$ cat config.mk
export PLATFORM = sky130hd
export DESIGN_NAME = gate_sweeper_flat
export DESIGN_NICKNAME = d
export VERILOG_FILES = /design/src/rtl/gate_sweeper_if.sv /design/src/rtl/gate_sweeper.sv /design/src/flat_wrapper.sv
export SDC_FILE = /design/constraint.sdc
export NUM_CORES = 1
export LEC_CHECK = 0
export ABC_AREA = 1
export ABC_CLOCK_PERIOD_IN_PS = 4600
export CAP_MARGIN = 20
export CORE_MARGIN = 1.5
export CORE_UTILIZATION = 55
export CTS_BUF_LIST = sky130_fd_sc_hd__clkbuf_8
export DETAILED_ROUTE_END_ITERATION = 16
export DONT_BUFFER_PORTS = 1
export HOLD_SLACK_MARGIN = 0.02
export MAX_ROUTING_LAYER = met4
export PLACE_DENSITY = 0.7
export SETUP_SLACK_MARGIN = 0.5
export SLEW_MARGIN = 40
export SYNTH_ARGS = -nofsm -noshare
export SYNTH_HDL_FRONTEND = slang
export SYNTH_SLANG_ARGS = --single-unit
$ cat constraint.sdc
create_clock -name i_clk -period 4.6 [get_ports i_clk]
set_input_delay 0.23 -clock i_clk [delete_from_list [all_inputs] [get_ports i_clk]]
set_output_delay 0.23 -clock i_clk [all_outputs]
set_load 0.05 [all_outputs]
$ cat src/rtl/gate_sweeper_if.sv
// gate_sweeper_if: handshake/data bundle between a gate_sweeper and whatever drives it.
//   i_x      live gate inputs (used only while idle)
//   i_mode   gate function select
//   i_start  sweep request
//   o_y      registered gate output
//   o_vec    vector currently applied to the gate
//   o_table  truth table, bit k = f(k)
//   o_busy   high while sweeping
//   o_done   one-cycle pulse at sweep completion
// master: the stimulus side; slave: the gate_sweeper itself.
interface gate_sweeper_if #(
   parameter int unsigned N = 2
);
   logic [N-1:0]        i_x;
   logic [2:0]          i_mode;
   logic                i_start;
   logic                o_y;
   logic [N-1:0]        o_vec;
   logic [(1<<N)-1:0]   o_table;
   logic                o_busy;
   logic                o_done;

   modport master (
      output i_x, i_mode, i_start,
      input  o_y, o_vec, o_table, o_busy, o_done
   );

   modport slave (
      input  i_x, i_mode, i_start,
      output o_y, o_vec, o_table, o_busy, o_done
   );
endinterface

$ cat src/rtl/gate_sweeper.sv
// gate_sweeper: N-input configurable logic gate with an exhaustive sweep engine.
// Idle: registered live gate on bus.i_x. On bus.i_start the mode is latched and every
// vector 0..2^N-1 is applied for HOLD cycles each, building the truth table in o_table.
// Ports:
//   i_clk    clock, rising edge
//   i_rst_n  asynchronous active-low reset
//   bus      gate_sweeper_if slave modport (inputs x/mode/start, outputs y/vec/table/busy/done)
module gate_sweeper #(
   parameter int unsigned N    = 2,
   parameter int unsigned HOLD = 1
) (
   input  logic           i_clk,
   input  logic           i_rst_n,
   gate_sweeper_if.slave  bus
);
   localparam int unsigned NumVec   = 1 << N;
   localparam logic [N:0]  LastVec  = (N+1)'(NumVec - 1);
   localparam logic [7:0]  HoldLast = 8'(HOLD - 1);

   typedef enum logic [1:0] {StIdle, StSweep, StDone} state_e;

   state_e              state_q, state_d;
   logic [2:0]          mode_q, mode_d;
   logic [N:0]          vec_q, vec_d;
   logic [7:0]          hold_q, hold_d;
   logic [NumVec-1:0]   table_q, table_d;
   logic                y_q, y_d;
   logic                step;
   logic [N-1:0]        vec_lo;
   logic                f_sweep;

   function automatic logic gate_fn(input logic [2:0] mode, input logic [N-1:0] v);
      int unsigned ones;
      ones = 0;
      for (int i = 0; i < int'(N); i++) ones += 32'(v[i]);
      case (mode)
         3'd0:    return ones == N;
         3'd1:    return ones != 0;
         3'd2:    return ones[0];
         3'd3:    return ones != N;
         3'd4:    return ones == 0;
         3'd5:    return !ones[0];
         3'd6:    return (2 * ones) > N;   // strict: a tie gives 0
         default: return 1'b0;
      endcase
   endfunction

   // Counter is N+1 bits; after the last vector it reads 2^N, which is clamped on o_vec.
   assign vec_lo  = vec_q[N] ? {N{1'b1}} : vec_q[N-1:0];
   assign step    = (hold_q == HoldLast);
   assign f_sweep = gate_fn(mode_q, vec_lo);

   // State register
   always_ff @(posedge i_clk or negedge i_rst_n) begin
      if (!i_rst_n) begin
         state_q <= StIdle;
         mode_q  <= '0;
         vec_q   <= '0;
         hold_q  <= '0;
         table_q <= '0;
         y_q     <= 1'b0;
      end else begin
         state_q <= state_d;
         mode_q  <= mode_d;
         vec_q   <= vec_d;
         hold_q  <= hold_d;
         table_q <= table_d;
         y_q     <= y_d;
      end
   end

   // Next-state logic
   always_comb begin
      state_d = state_q;
      unique case (state_q)
         StIdle:  if (bus.i_start) state_d = StSweep;
         StSweep: if (step && (vec_q == LastVec)) state_d = StDone;
         StDone:  state_d = StIdle;
         default: state_d = StIdle;
      endcase
   end

   // Datapath next-state
   always_comb begin
      mode_d  = mode_q;
      vec_d   = vec_q;
      hold_d  = hold_q;
      table_d = table_q;
      y_d     = y_q;
      unique case (state_q)
         StIdle: begin
            y_d = gate_fn(bus.i_mode, bus.i_x);
            if (bus.i_start) begin
               mode_d  = bus.i_mode;
               vec_d   = '0;
               hold_d  = '0;
               table_d = '0;
            end else begin
               vec_d = {1'b0, bus.i_x};
            end
         end
         StSweep: begin
            y_d = f_sweep;
            if (step) begin
               table_d[vec_lo] = f_sweep;
               hold_d          = '0;
               vec_d           = vec_q + 1'b1;
            end else begin
               hold_d = hold_q + 8'd1;
            end
         end
         default: ;
      endcase
   end

   // Outputs
   always_comb begin
      bus.o_busy  = (state_q == StSweep);
      bus.o_done  = (state_q == StDone);
      bus.o_vec   = vec_lo;
      bus.o_y     = y_q;
      bus.o_table = table_q;
   end
endmodule

$ cat src/flat_wrapper.sv
// flat-port wrapper written by rule: the top's interface ports become plain ports
module gate_sweeper_flat 
#(
   parameter int unsigned N    = 2,
   parameter int unsigned HOLD = 1
)
  (i_clk, i_rst_n, bus_i_x, bus_i_mode, bus_i_start, bus_o_y, bus_o_vec, bus_o_table, bus_o_busy, bus_o_done);
  gate_sweeper_if #(.N(N)) bus_i ();
  input  logic i_clk;
  input  logic i_rst_n;
  input wire logic [$bits(bus_i.i_x)-1:0] bus_i_x;
  input wire logic [$bits(bus_i.i_mode)-1:0] bus_i_mode;
  input wire logic [$bits(bus_i.i_start)-1:0] bus_i_start;
  output wire logic [$bits(bus_i.o_y)-1:0] bus_o_y;
  output wire logic [$bits(bus_i.o_vec)-1:0] bus_o_vec;
  output wire logic [$bits(bus_i.o_table)-1:0] bus_o_table;
  output wire logic [$bits(bus_i.o_busy)-1:0] bus_o_busy;
  output wire logic [$bits(bus_i.o_done)-1:0] bus_o_done;
  assign bus_i.i_x = bus_i_x;
  assign bus_i.i_mode = bus_i_mode;
  assign bus_i.i_start = bus_i_start;
  assign bus_o_y = bus_i.o_y;
  assign bus_o_vec = bus_i.o_vec;
  assign bus_o_table = bus_i.o_table;
  assign bus_o_busy = bus_i.o_busy;
  assign bus_o_done = bus_i.o_done;
  gate_sweeper #(.N(N), .HOLD(HOLD)) u_core (.i_clk(i_clk), .i_rst_n(i_rst_n), .bus(bus_i));
endmodule
# --- After elaboration in Yosys (flattened, before gate mapping) ---
# Index checks and enable logic that the tools add are counted.
totals:
  register_bits: 21
  input_bits: 8
  output_inout_bits: 9
classes:
  n_addsub: 4
  order_cmp: 4
  n_eq_ne: 22
  mux: 19
  n_reduce_logical: 18
ops:
  columns: ["cell", "n"]
  rows:
  - ["$eq 32x2->1 const B", 2]
  - ["$gt 32x2->1 const B", 2]
  - ["$logic_not 32->1", 2]
  - ["$ne 32x2->1 const B", 2]
  - ["$reduce_bool 32->1", 2]
  - ["$eq 3x3->1 const B", 6]
  - ["$mux 8", 2]
  - ["$pmux 8 s2", 1]
  - ["$eq 3x2->1 const B", 5]
  - ["$pmux 1 s7", 2]
  - ["$add 8x1->8 const B", 1]
  - ["$logic_not 8->1", 1]
  - ["$mux 2", 4]
  - ["$mux 4", 2]
  - ["$pmux 4 s2", 1]
  - ["$reduce_and 2->1", 4]
  - ["$eq 3x1->1 const B", 2]
  - ["$logic_not 3->1", 2]
  - ["$pmux 3 s2", 1]
  - ["$add 1x1->2", 2]
  - ["$bwmux 4", 1]
  - ["$ne 2x1->1 const B", 2]
  - ["$pmux 2 s2", 1]
  - ["$add 3x1->3 const B", 1]
  - ["14 further kinds", 16]

# --- Logic depth before layout (Yosys ltp) ---
# Gate-level depths: netlist (run 1).
logic_depth:
  word_depth: 8
  depth_mapped: 10
  depth_no_buf: 10

# --- Worst setup path before layout (run 1) ---
# No wires, ideal clock.
synth_timing:
  path_kind: "register -> register"
  startpoint: "reg u_core.vec_q[2]"
  endpoint: "reg u_core.y_q (netlist: u_core.bus.o_y)"
  setup_time_ns: 0.125
  arrival_ns: 1.707
  slack_ns: 2.768
  stages_incl_launch_ff: 11
  n_path_buf: 0
  cell_sequence: "dfrtp_1 nor2_1 inv_1 ha_1 inv_1 nand3_1 nand2_1 nor2_1 nor2_2 nand2_1 nand3_1"
synth_via:
  elab_chain_cells: 5
  elab_cells_between_ends: 10
synth_rtl:
  columns: ["element", "line_no", "rtl"]
  rows:
  - ["from (decl)", "gate_sweeper.sv:24", "logic [N:0] vec_q, vec_d;"]
  - ["from (signal assigned)", "gate_sweeper.sv:65", "vec_q <= vec_d;"]
  - ["$mux 2 *", "gate_sweeper.sv:49", "assign vec_lo = vec_q[N] ? {N{1'b1}} : vec_q[N-1:0];"]
  - ["net bus_o_vec[0]", "flat_wrapper.sv:15", "output wire logic [$bits(bus_i.o_vec)-1:0] bus_o_vec;"]
  - ["$add 1x1->2 *", "gate_sweeper.sv:35", "for (int i = 0; i < int'(N); i++) ones += 32'(v[i]);"]
  - ["$gt 32x2->1 (tied with other cells)", "gate_sweeper.sv:43", "3'd6: return (2 * ones) > N;"]
  - ["$pmux 1 s7 *", "gate_sweeper.sv:36", "case (mode)"]
  - ["$pmux 1 s2 *", "gate_sweeper.sv:90", "unique case (state_q)"]
  - ["to (signal assigned)", "gate_sweeper.sv:68", "y_q <= y_d;"]
  - ["to (decl)", "gate_sweeper.sv:27", "logic y_q, y_d;"]
# Mark *: on every way through the listed nets, which the timed path passes. The rest lies on a longest branch.
# A chain may end at the register's enable or synchronous reset.

# --- Final worst setup path (run 1) ---
layout_timing:
  startpoint: "reg u_core.vec_q[2]"
  endpoint: "reg u_core.table_q[2] (netlist: u_core.bus.o_table[2])"
layout_via:
  elab_chain_cells: 8
  elab_cells_between_ends: 17
layout_rtl:
  columns: ["element", "line_no", "rtl"]
  rows:
  - ["$mux 2 *", "gate_sweeper.sv:49", null]
  - ["net bus_o_vec[0]", "flat_wrapper.sv:15", null]
  - ["parallel branches: the longest is 4 deep, another holds $gt 32x2->1", null, null]
  - ["$bwmux 4 *", "gate_sweeper.sv:105", "table_d[vec_lo] = f_sweep;"]
  - ["$mux 4 *", "gate_sweeper.sv:104", "if (step) begin"]
  - ["$pmux 4 s2 *", "gate_sweeper.sv:90", null]
  - ["to (signal assigned)", "gate_sweeper.sv:67", "table_q <= table_d;"]
  - ["to (decl)", "gate_sweeper.sv:26", "logic [NumVec-1:0] table_q, table_d;"]
# Mark *: on every way through the listed nets, which the timed path passes. The select of a mux whose other input is x is not followed.

==> out/qor.csv, run 1 <==
metric,value,unit
Synth async-reset ratio,100.0,%
crit start category,register,
Area Growth Syn to Fin,6.401,%
DRT antenna net count,0,
Synth top area share,38.96,%
Routed WL per cell,12.21,um
syn nets,191,
pin count of the biggest net entering global routing,22,
CTS buffer count,3,
Resized cells post-CTS,0,
R2R Path Start,u_core.vec_q[2]$_DFFE_PN0P_,
post-synth top area cell,dfrtp_1,
post-route minimum period,2.048,ns
Syn Inst Count,171,
reg2reg path depth,10,
total power divided by cell area,618.5,nW/um^2
vias post-DR,1069,
CTS tree,done,
Clock Tree Buf Depth,2,
routability-driven placement congestion ratio,0.8105,
Max IR drop VDD,0.0004256,V
register area share after synthesis,38.96,%
first-pass GRT wire length,4409,um
DRC,0,
critical path class,reg -> reg,
crit path DAT,2.24,ns
Hold Crit Class,in -> reg,
I/O pin count,17,
Clock transition at path regs,0.07,ns
Reg area,525.5,sq um
H-tree lvl count,1,
ranking of synthesized cells by area,"dfrtp_1 (39%), nand2_1 (12%), ha_1 (11%)",
syn avg cell area,7.888,sq um
"flops & latches, synth",21,
initial core utilization,59.82,%
Worst-Margin Slew,0.5512,ns
"Cell Area, Synth",1349,sq um
final-stage net count,197,
slew margin rel.,63.21,%
outcome,finished clean,
Crit. Startpoint,u_core.vec_q[2]$_DFFE_PN0P_,
Synth cell types,24,
Critical Path RT,4.80,ns
clk_lat worst skew,0.26,ns
I/O Buffers,0,
vias in the first global route,1030,
final WL,2491,um
Via density,5.240,
Multi-input gate area,716.9,sq um
PnR worst setup slack,2.552,ns
Iter 0 DRT Violations,18,
"worst slack, placed",2.563,ns
fin crit share,44.52,%
slack of the worst reg-to-reg path,2.55,ns
CTS root buffer,clkbuf_8,
fin. max-slew vios,0,
endpoint class of the critical path,register,
unrepaired setup endpoints after global routing,false,
maxcap violations,0,
P_leak,0.7387,nW
Yosys warning count,0,
Worst Path Max Fanout,5,
die height,52.52,um
fill count,202,
Hold Startpoint,bus_i_start,
row count,17,
"count leader, synth",nand2_1,
core area,2255,sq um
post-route design area,1435,sq um
CP endpoint,u_core.bus.o_table[2]$_DFFE_PN0P_,
fin util,63.65,%
Setup-failing EPs final,0,
total congestion overflow,0,
top_reg_cell synth,dfrtp_1,
clk sink count,21,
number of iterations in the first detailed-routing pass,4,
final worst clock skew,0.001211,ns
full die area,2758,sq um
diodes inserted,0,
die width,52.52,um
GRT Util Overall,22.54,%
synth cell count leaders,"nand2_1 (44), dfrtp_1 (21), inv_1 (21), ha_1 (12)",
Fin Setup TNS,0,ns
Fin. Hold Viols,0,
initial antenna violation count,0,
DP HPWL,1965,um
fmax,488.3,MHz
fraction of layout instances using a drive strength above 1,11.93,%
reg-to-reg endpoint,u_core.bus.o_table[2]$_DFFE_PN0P_,
placed instance area,1373,sq um
"EDFF count, synth",0,
## where the power goes
group	internal, W	leakage [nW]	switching, W
clock	0.0000594	0.0269	0.0000554
combinational	0.000127	0.434	0.000317
sequential	0.000232	0.278	0.0000975
total	0.000418	0.739	0.000470
## worst min-delay path by stage
stage / end / slack (ns) / cells past startpoint
floorplan: u_core.bus.o_table[0]$_DFFE_PN0P_ / -0.07 / 0
global placement: u_core.hold_q[6]$_DFFE_PN0P_ / -0.07 / 0
detailed placement: u_core.hold_q[6]$_DFFE_PN0P_ / -0.07 / 0
CTS: u_core.vec_q[0]$_DFFE_PN0P_ / 0.15 / 3
global route: u_core.vec_q[0]$_DFFE_PN0P_ / 0.15 / 3
finish: u_core.vec_q[0]$_DFFE_PN0P_ / 0.15 / 3
## worst max-delay path: stages, from the launching register on
cell     delay (ns)
dfrtp_1        0.41
nor2_1         0.26
inv_1          0.33
ha_1           0.40
inv_1          0.06
nand3_1        0.06
nand2_1        0.06
nor2_1         0.05
nor2_2         0.17
nand4_1        0.10
nand2_1        0.08
## through the flow
| step | std cells | total power (W) | hold WS [ns] |
|---|---|---|---|
| 3_3_place_gp | 198 | 0.0007548 | -0.06512 |
| 4_1_cts | 203 | 0.0008897 | 0.1482 |
| 3_5_place_dp | 198 | 0.0007697 | -0.06503 |
| 6_report | 204 | 0.0008877 | 0.1520 |
| 5_1_grt | 204 | 0.0009723 | 0.1464 |
| 2_1_floorplan | 171 | 0.0006987 | -0.06559 |
## state kept, by name, indices dropped and copies added, names as in the netlist
| name | flops |
|---|---|
| u_core.bus.o_y | 1 |
| u_core.mode_q | 3 |
| u_core.state_q | 2 |
| u_core.bus.o_table | 4 |
| u_core.hold_q | 8 |
| u_core.vec_q | 3 |
## routing by layer
metal  wire length (um)  GRT usage [%]  vias up  part of all wire [%]
met5                  0              -        -                     0
met4                 23          6.410        0                  0.92
met3                149          7.143        4                   6.0
met2               1107          33.33       26                    44
met1               1210          29.76      482                    49
li1                   -              -      557                     -
## final cells by class
type	instances	area share, %
clock buffers	3	2.877
clock inverters	1	0.2616
inverters	26	6.800
multi-input cells	123	49.96
flip-flops and latches	21	36.62
well taps	28	2.441
repair buffers	2	1.046
## timing repair
item	in CTS	in global routing
endpoints found under the hold margin	21	21
buffers inserted	0	0
hold buffers	1	1
## cell families after synthesis
group,Yosys count,synth area share [%]
AND/OR/NAND/NOR,79,27.74
buffers and inverters,27,8.071
AO/OA/AOI/OAI,28,11.50
XOR/XNOR,4,2.598
adder cells (fa/ha/maj),12,11.13
flip-flops,21,38.96
## placed cells by master, fill, tap and decap left out
master and instances:
nand2_1 44, inv_1 22, dfrtp_1 21, ha_1 12
o21ai_0 10, nor2_1 9, nand3_1 9, o21ai_1 8
inv_2 5, nand4_1 4, o22ai_1 4, nor2_2 3
a21oi_1 3, nand2_2 3, xor2_1 3, clkbuf_8 3
nand2_4 2, nor3_1 2, o21ai_2 2, nor2_8 1
nand3_2 1, nand3b_1 1, o211ai_1 1, xnor2_1 1
buf_2 1, dlygate4sd3_1 1
No activity file was read; power rests on OpenSTA's default activity.
==> run 2, diff against run 1 <==
Settings changed: ABC_CLOCK_PERIOD_IN_PS 4600 to 2000.
Clock period 4.6 ns to 2 ns, I/O delays scaled along.
==> run 2 against run 1 <==
Register-to-register slack lost 2.3 ns. Routed wire length grew 10%. Worst hold slack lost 0.13 ns. First-iteration DRC count grew 110%. Non-clock buffer count grew 3. Combinational power grew to 2.9 times the previous value. Critical path depth is the same. Cell area grew 8.4%. Die area is the same. Via count grew 5.6%. Fmax grew 20%.
==> out/qor.csv, run 2 (synthesis results as in run 1) <==
metric,value,unit,change
final WL,2747,um,+10%
P_leak,0.7580,nW,+2.6%
DRC,0,,unchanged
die width,52.52,um,unchanged
unrepaired setup endpoints after global routing,true,,
CTS buffer count,3,,unchanged
total power,0.002358,W,+170%
fin crit share,85.03,%,+41 points
Crit. Startpoint,u_core.vec_q[0]$_DFFE_PN0P_,,
DP HPWL,1984,um,+0.99%
Routed WL per cell,13.27,um,+8.7%
met3 usage,4.857,%,-2.3 points
Clock Tree Buf Depth,2,,unchanged
outcome,finished clean,,
GR Layer Usage met2,34.58,%,+1.3 points
I/O pin count,17,,unchanged
total congestion overflow,0,,unchanged
Area Growth Syn to Fin,15.31,%,
slew margin rel.,67.62,%,+4.4 points
initial antenna violation count,0,,unchanged
Max IR drop VDD,0.001036,V,+140%
fill count,184,,-8.9%
final-stage net count,200,,+1.5%
max reg flops,8,,unchanged
Critical Path RT,2.20,ns,-2.60 ns
die height,52.52,um,unchanged
full die area,2758,sq um,unchanged
"commonest cells after routing, fill and taps aside","nand2_1 (40), inv_1 (18), dfrtp_1 (18), o21ai_0 (10), ha_1 (10)",,
PnR worst setup slack,0.2995,ns,-2.253 ns
Worst Path Max Fanout,5,,unchanged
critical path class,reg -> reg,,
Largest Register,u_core.hold_q,,
clk sink count,21,,unchanged
diodes inserted,0,,unchanged
Iter 0 DRT Violations,38,,+20
I/O Buffers,0,,unchanged
Setup-failing EPs final,0,,unchanged
pin count of the biggest net entering global routing,22,,unchanged
Hold Startpoint,bus_i_mode[2],,
CTS tree,done,,
Via density,5.454,,+4.1%
fraction of layout instances using a drive strength above 1,23.46,%,+12 points
Fin Setup TNS,0,ns,unchanged
fmax,588.1,MHz,+20%
initial core utilization,59.82,%,unchanged
vias in the first global route,1046,,+1.6%
Clock transition at path regs,0.08,ns,about the same
final worst clock skew,0.005789,ns,+0.004578 ns
total power divided by cell area,1516,nW/um^2,+150%
Fin. Hold Viols,0,,unchanged
"worst slack, placed",0.3337,ns,-2.229 ns
row count,17,,unchanged
Worst-Margin Slew,0.4857,ns,-0.06546 ns
endpoint class of the critical path,register,,
met1 usage,26.40,%,-3.4 points
post-route minimum period,1.701,ns,-0.3473 ns
routability-driven placement congestion ratio,0.8416,,+3.8%
H-tree lvl count,1,,unchanged
Hold Crit Class,in -> reg,,
crit start category,register,,
clk_lat worst skew,0.26,ns,about the same
crit path DAT,1.90,ns,-0.34 ns
core area,2255,sq um,unchanged
maxcap violations,0,,unchanged
DRT antenna net count,0,,unchanged
fin. max-slew vios,0,,unchanged
CTS root buffer,clkbuf_8,,
"commonest non-fill, non-tap cell in the layout",nand2_1,,
vias post-DR,1129,,+5.6%
GRT Util Overall,21.95,%,-0.58 points
number of iterations in the first detailed-routing pass,4,,unchanged
GR peak layer,met2,,
first-pass GRT wire length,4333,um,-1.7%
R2R Path Start,u_core.vec_q[0]$_DFFE_PN0P_,,
## run 2: final timing paths
check,depth (start not counted),end,slack [ns]
max,10,u_core.bus.o_table[1]$_DFFE_PN0P_,0.30
min,2,u_core.mode_q[2]$_DFFE_PN0P_,0.02
max reg2reg,10,u_core.bus.o_table[1]$_DFFE_PN0P_,0.30
min reg2reg,2,u_core.hold_q[6]$_DFFE_PN0P_,0.51
max in group asynchronous,2,u_core.state_q[1]$_DFFE_PN0P_,1.33
min in group asynchronous,2,u_core.bus.o_table[3]$_DFFE_PN0P_,0.32
## run 2: final cells by class
class	instances	area (sq um)	area share (%)
multi-input combinational	123	792.0	50.93
sequential	21	529.3	34.03
inverter	26	115.1	7.401
clock buffer	3	41.29	2.655
timing repair buffer	5	37.54	2.414
tap	28	35.03	2.253
clock inverter	1	5.005	0.3218
## run 2: metrics by stage
stage / cells / hold slack (ns) / utilization [%] / cell area [sq um]
finish: 207 / 0.02293 / 68.98 / 1555
global route: 207 / 0.02899 / 68.98 / 1555
CTS: 206 / 0.02368 / 66.43 / 1498
detailed placement: 199 / -0.1952 / 62.93 / 1419
global placement: 199 / -0.1952 / 62.93 / 1419
floorplan: 171 / -0.1956 / - / 1388
## run 2: timing repair
item	in CTS	in global routing
hold endpoints to repair	21	21
endpoints found under the setup margin	8	10
setup buffers	2	0
resized for setup	3	17
hold buffers	1	1
pin swaps	9	16
## run 2: power by group
| part | switching [W] | leakage, nW | total (W) | internal (W) |
|---|---|---|---|---|
| Clock | 0.000139 | 0.0255 | 0.000278 | 0.000139 |
| Combinational | 0.000870 | 0.459 | 0.00130 | 0.000429 |
| Sequential | 0.000244 | 0.274 | 0.000781 | 0.000537 |
## run 2: worst max-delay path: stages, from the launching register on
cell      delay (ns)
dfrtp_2         0.44
nor2_4          0.15
clkinv_4        0.16
ha_4            0.20
nand2_2         0.06
nand2_2         0.07
nor2_2          0.18
nor2_4          0.05
nor2_4          0.15
nand4_1         0.11
nand2_1         0.08
## run 2: routing by layer
layer | vias to the layer above | share of wire, % | wire length (um)
li1 | 571 | - | -
met4 | 0 | 2.0 | 55
met1 | 526 | 46 | 1276
met3 | 7 | 3.9 | 108
met5 | - | 0 | 0
met2 | 25 | 48 | 1307
==> run 3, diff against run 2 <==
Settings changed: BUFFER_PORTS_ARGS set to -buffer_cell sky130_fd_sc_hd__buf_4, DONT_BUFFER_PORTS 1 to unset, PLACE_DENSITY 0.7 to 0.76.
==> run 3 against run 2 <==
Fmax increased by 8.2%. Non-clock buffer count increased by 22. Total power increased by 7.1%. Clock skew shrank 0.0046 ns. Register-to-register slack better by 0.13 ns. Via count grew 7.4%. Cell area is 8.9% higher. Utilization is 6.2 points higher.
==> out/qor.csv, run 3 (synthesis results as in run 1) <==
metric,value,unit,change
Crit. Startpoint,u_core.vec_q[1]$_DFFE_PN0P_,,
clk_lat worst skew,0.25,ns,about the same
cell count of the worst hold path,3,,+1
GRT Util Overall,23.97,%,+2.0 points
total power divided by cell area,1491,nW/um^2,-1.7%
Clock Tree Buf Depth,2,,unchanged
diodes inserted,0,,unchanged
Routed WL per cell,13.60,um,+2.5%
routability-driven placement congestion ratio,0.8296,,-1.4%
I/O Buffers,16,,+16
maxcap violations,0,,unchanged
fin. max-slew vios,0,,unchanged
Via density,5.293,,-3.0%
Worst Path Max Fanout,5,,unchanged
first-pass GRT wire length,4843,um,+12%
endpoint class of the critical path,register,,
crit start category,register,,
DRT antenna net count,0,,unchanged
full die area,2758,sq um,unchanged
initial antenna violation count,0,,unchanged
final WL,3114,um,+13%
fmax,636.4,MHz,+8.2%
placed instance area,1531,sq um,+7.9%
max reg flops,8,,unchanged
row count,17,,unchanged
critical path class,reg -> reg,,
number of iterations in the first detailed-routing pass,4,,unchanged
vias in the first global route,1142,,+9.2%
CP endpoint,u_core.bus.o_y$_DFFE_PN0N_,,
slack of the worst reg-to-reg path,0.43,ns,+0.13 ns
crit path DAT,1.71,ns,-0.19 ns
fraction of layout instances using a drive strength above 1,30.85,%,+7.4 points
die width,52.52,um,unchanged
Setup-failing EPs final,0,,unchanged
reg2reg path depth,10,,unchanged
Fin. Hold Viols,0,,unchanged
P_leak,0.8618,nW,+14%
Iter 0 DRT Violations,29,,-24%
core area,2255,sq um,unchanged
DRC,0,,unchanged
Hold Crit Class,in -> reg,,
initial core utilization,59.82,%,unchanged
"commonest non-fill, non-tap cell in the layout",nand2_1,,
Largest Register,u_core.hold_q,,
Area Growth Syn to Fin,25.60,%,
R2R Path Start,u_core.vec_q[1]$_DFFE_PN0P_,,
fin crit share,78.56,%,-6.5 points
CTS tree,done,,
"commonest cells after routing, fill and taps aside","nand2_1 (41), buf_4 (26), inv_1 (19), dfrtp_1 (18), o21ai_0 (10)",,
Max IR drop VDD,0.001079,V,+4.2%
CTS root buffer,clkbuf_8,,
unrepaired setup endpoints after global routing,true,,
Worst-Margin Slew,0.2670,ns,-0.2188 ns
Critical Path RT,2.14,ns,-0.06 ns
CTS buffer count,3,,unchanged
final-stage net count,222,,+11%
total power,0.002526,W,+7.1%
post-route minimum period,1.571,ns,-0.1292 ns
final worst clock skew,0.001207,ns,-0.004582 ns
DP HPWL,2129,um,+7.3%
H-tree lvl count,1,,unchanged
slew margin rel.,82.07,%,+14 points
post-route design area,1694,sq um,+8.9%
total congestion overflow,0,,unchanged
outcome,finished clean,,
I/O pin count,17,,unchanged
Fin Setup TNS,0,ns,unchanged
clk sink count,21,,unchanged
pin count of the biggest net entering global routing,22,,unchanged
Clock transition at path regs,0.08,ns,about the same
reg-to-reg endpoint,u_core.bus.o_y$_DFFE_PN0N_,,
vias post-DR,1212,,+7.4%
die height,52.52,um,unchanged
==> run 3: cell types whose count changed in the layout (fill, tap and decap cells not counted), sizes merged <==
cell,previous run,this run
inv,25,27
buf,4,26
clkinv,2,0
==> run 3: what timing repair did <==
item | CTS | global route
endpoints found under the hold margin | 21 | 0
setup endpoints to repair | 5 | 10
buffers inserted | 6 | 4
pin swaps | 8 | 15
hold buffers | 1 | 0
gates resized for setup | 3 | 8
==> run 3: layer usage <==
layer  track usage (%)  routed length [um]
met1             28.29                1378
met2             44.17                1648
met3             3.143                  79
met4             3.419                   7
met5                 -                   0
==> run 3: layout make-up <==
class	count	area, sq um
clock buffers	3	41.29
inverters	26	105.1
fillers	165	560.5
repair buffers	27	205.2
well taps	28	35.03
multi-input cells	123	774.5
clock inverters	1	3.754
flip-flops and latches	21	529.3
==> run 3: how the worst min path moves through the flow <==
stage / start / end / slack (ns)
after floorplan: i_rst_n / u_core.bus.o_table[0]$_DFFE_PN0P_ / -0.20
after global placement: i_rst_n / u_core.hold_q[6]$_DFFE_PN0P_ / -0.005
after detailed placement: i_rst_n / u_core.hold_q[6]$_DFFE_PN0P_ / -0.004
after CTS: bus_i_mode[0] / u_core.mode_q[0]$_DFFE_PN0P_ / 0.15
after global routing: bus_i_mode[0] / u_core.mode_q[0]$_DFFE_PN0P_ / 0.17
final: bus_i_mode[0] / u_core.mode_q[0]$_DFFE_PN0P_ / 0.15
==> run 3: metrics by stage <==
stage | utilization [%] | worst slack (ns) | std cells | hold slack (ns)
after floorplan | - | 0.5020 | 171 | -0.1956
after global placement | 67.92 | 0.4681 | 214 | -0.004928
after detailed placement | 67.92 | 0.4290 | 214 | -0.003560
after CTS | 72.70 | 0.4784 | 225 | 0.1487
after global routing | 75.14 | 0.3253 | 229 | 0.1733
final | 75.14 | 0.4287 | 229 | 0.1482
==> run 3: worst max-delay path: stages, from the launching register on <==
cell	delay, ns
dfrtp_1	0.44
nor2_4	0.18
inv_4	0.07
ha_4	0.27
inv_2	0.04
nand3_2	0.06
nand2_1	0.05
nor2_1	0.12
nor2_2	0.08
nand2_1	0.09
nand3_1	0.07
==> run 3: where the power goes <==
group	total (W)	internal (W)	switching [W]
sequential	0.000668	0.000539	0.000129
clock	0.000270	0.000136	0.000134
combinational	0.00159	0.000581	0.00101
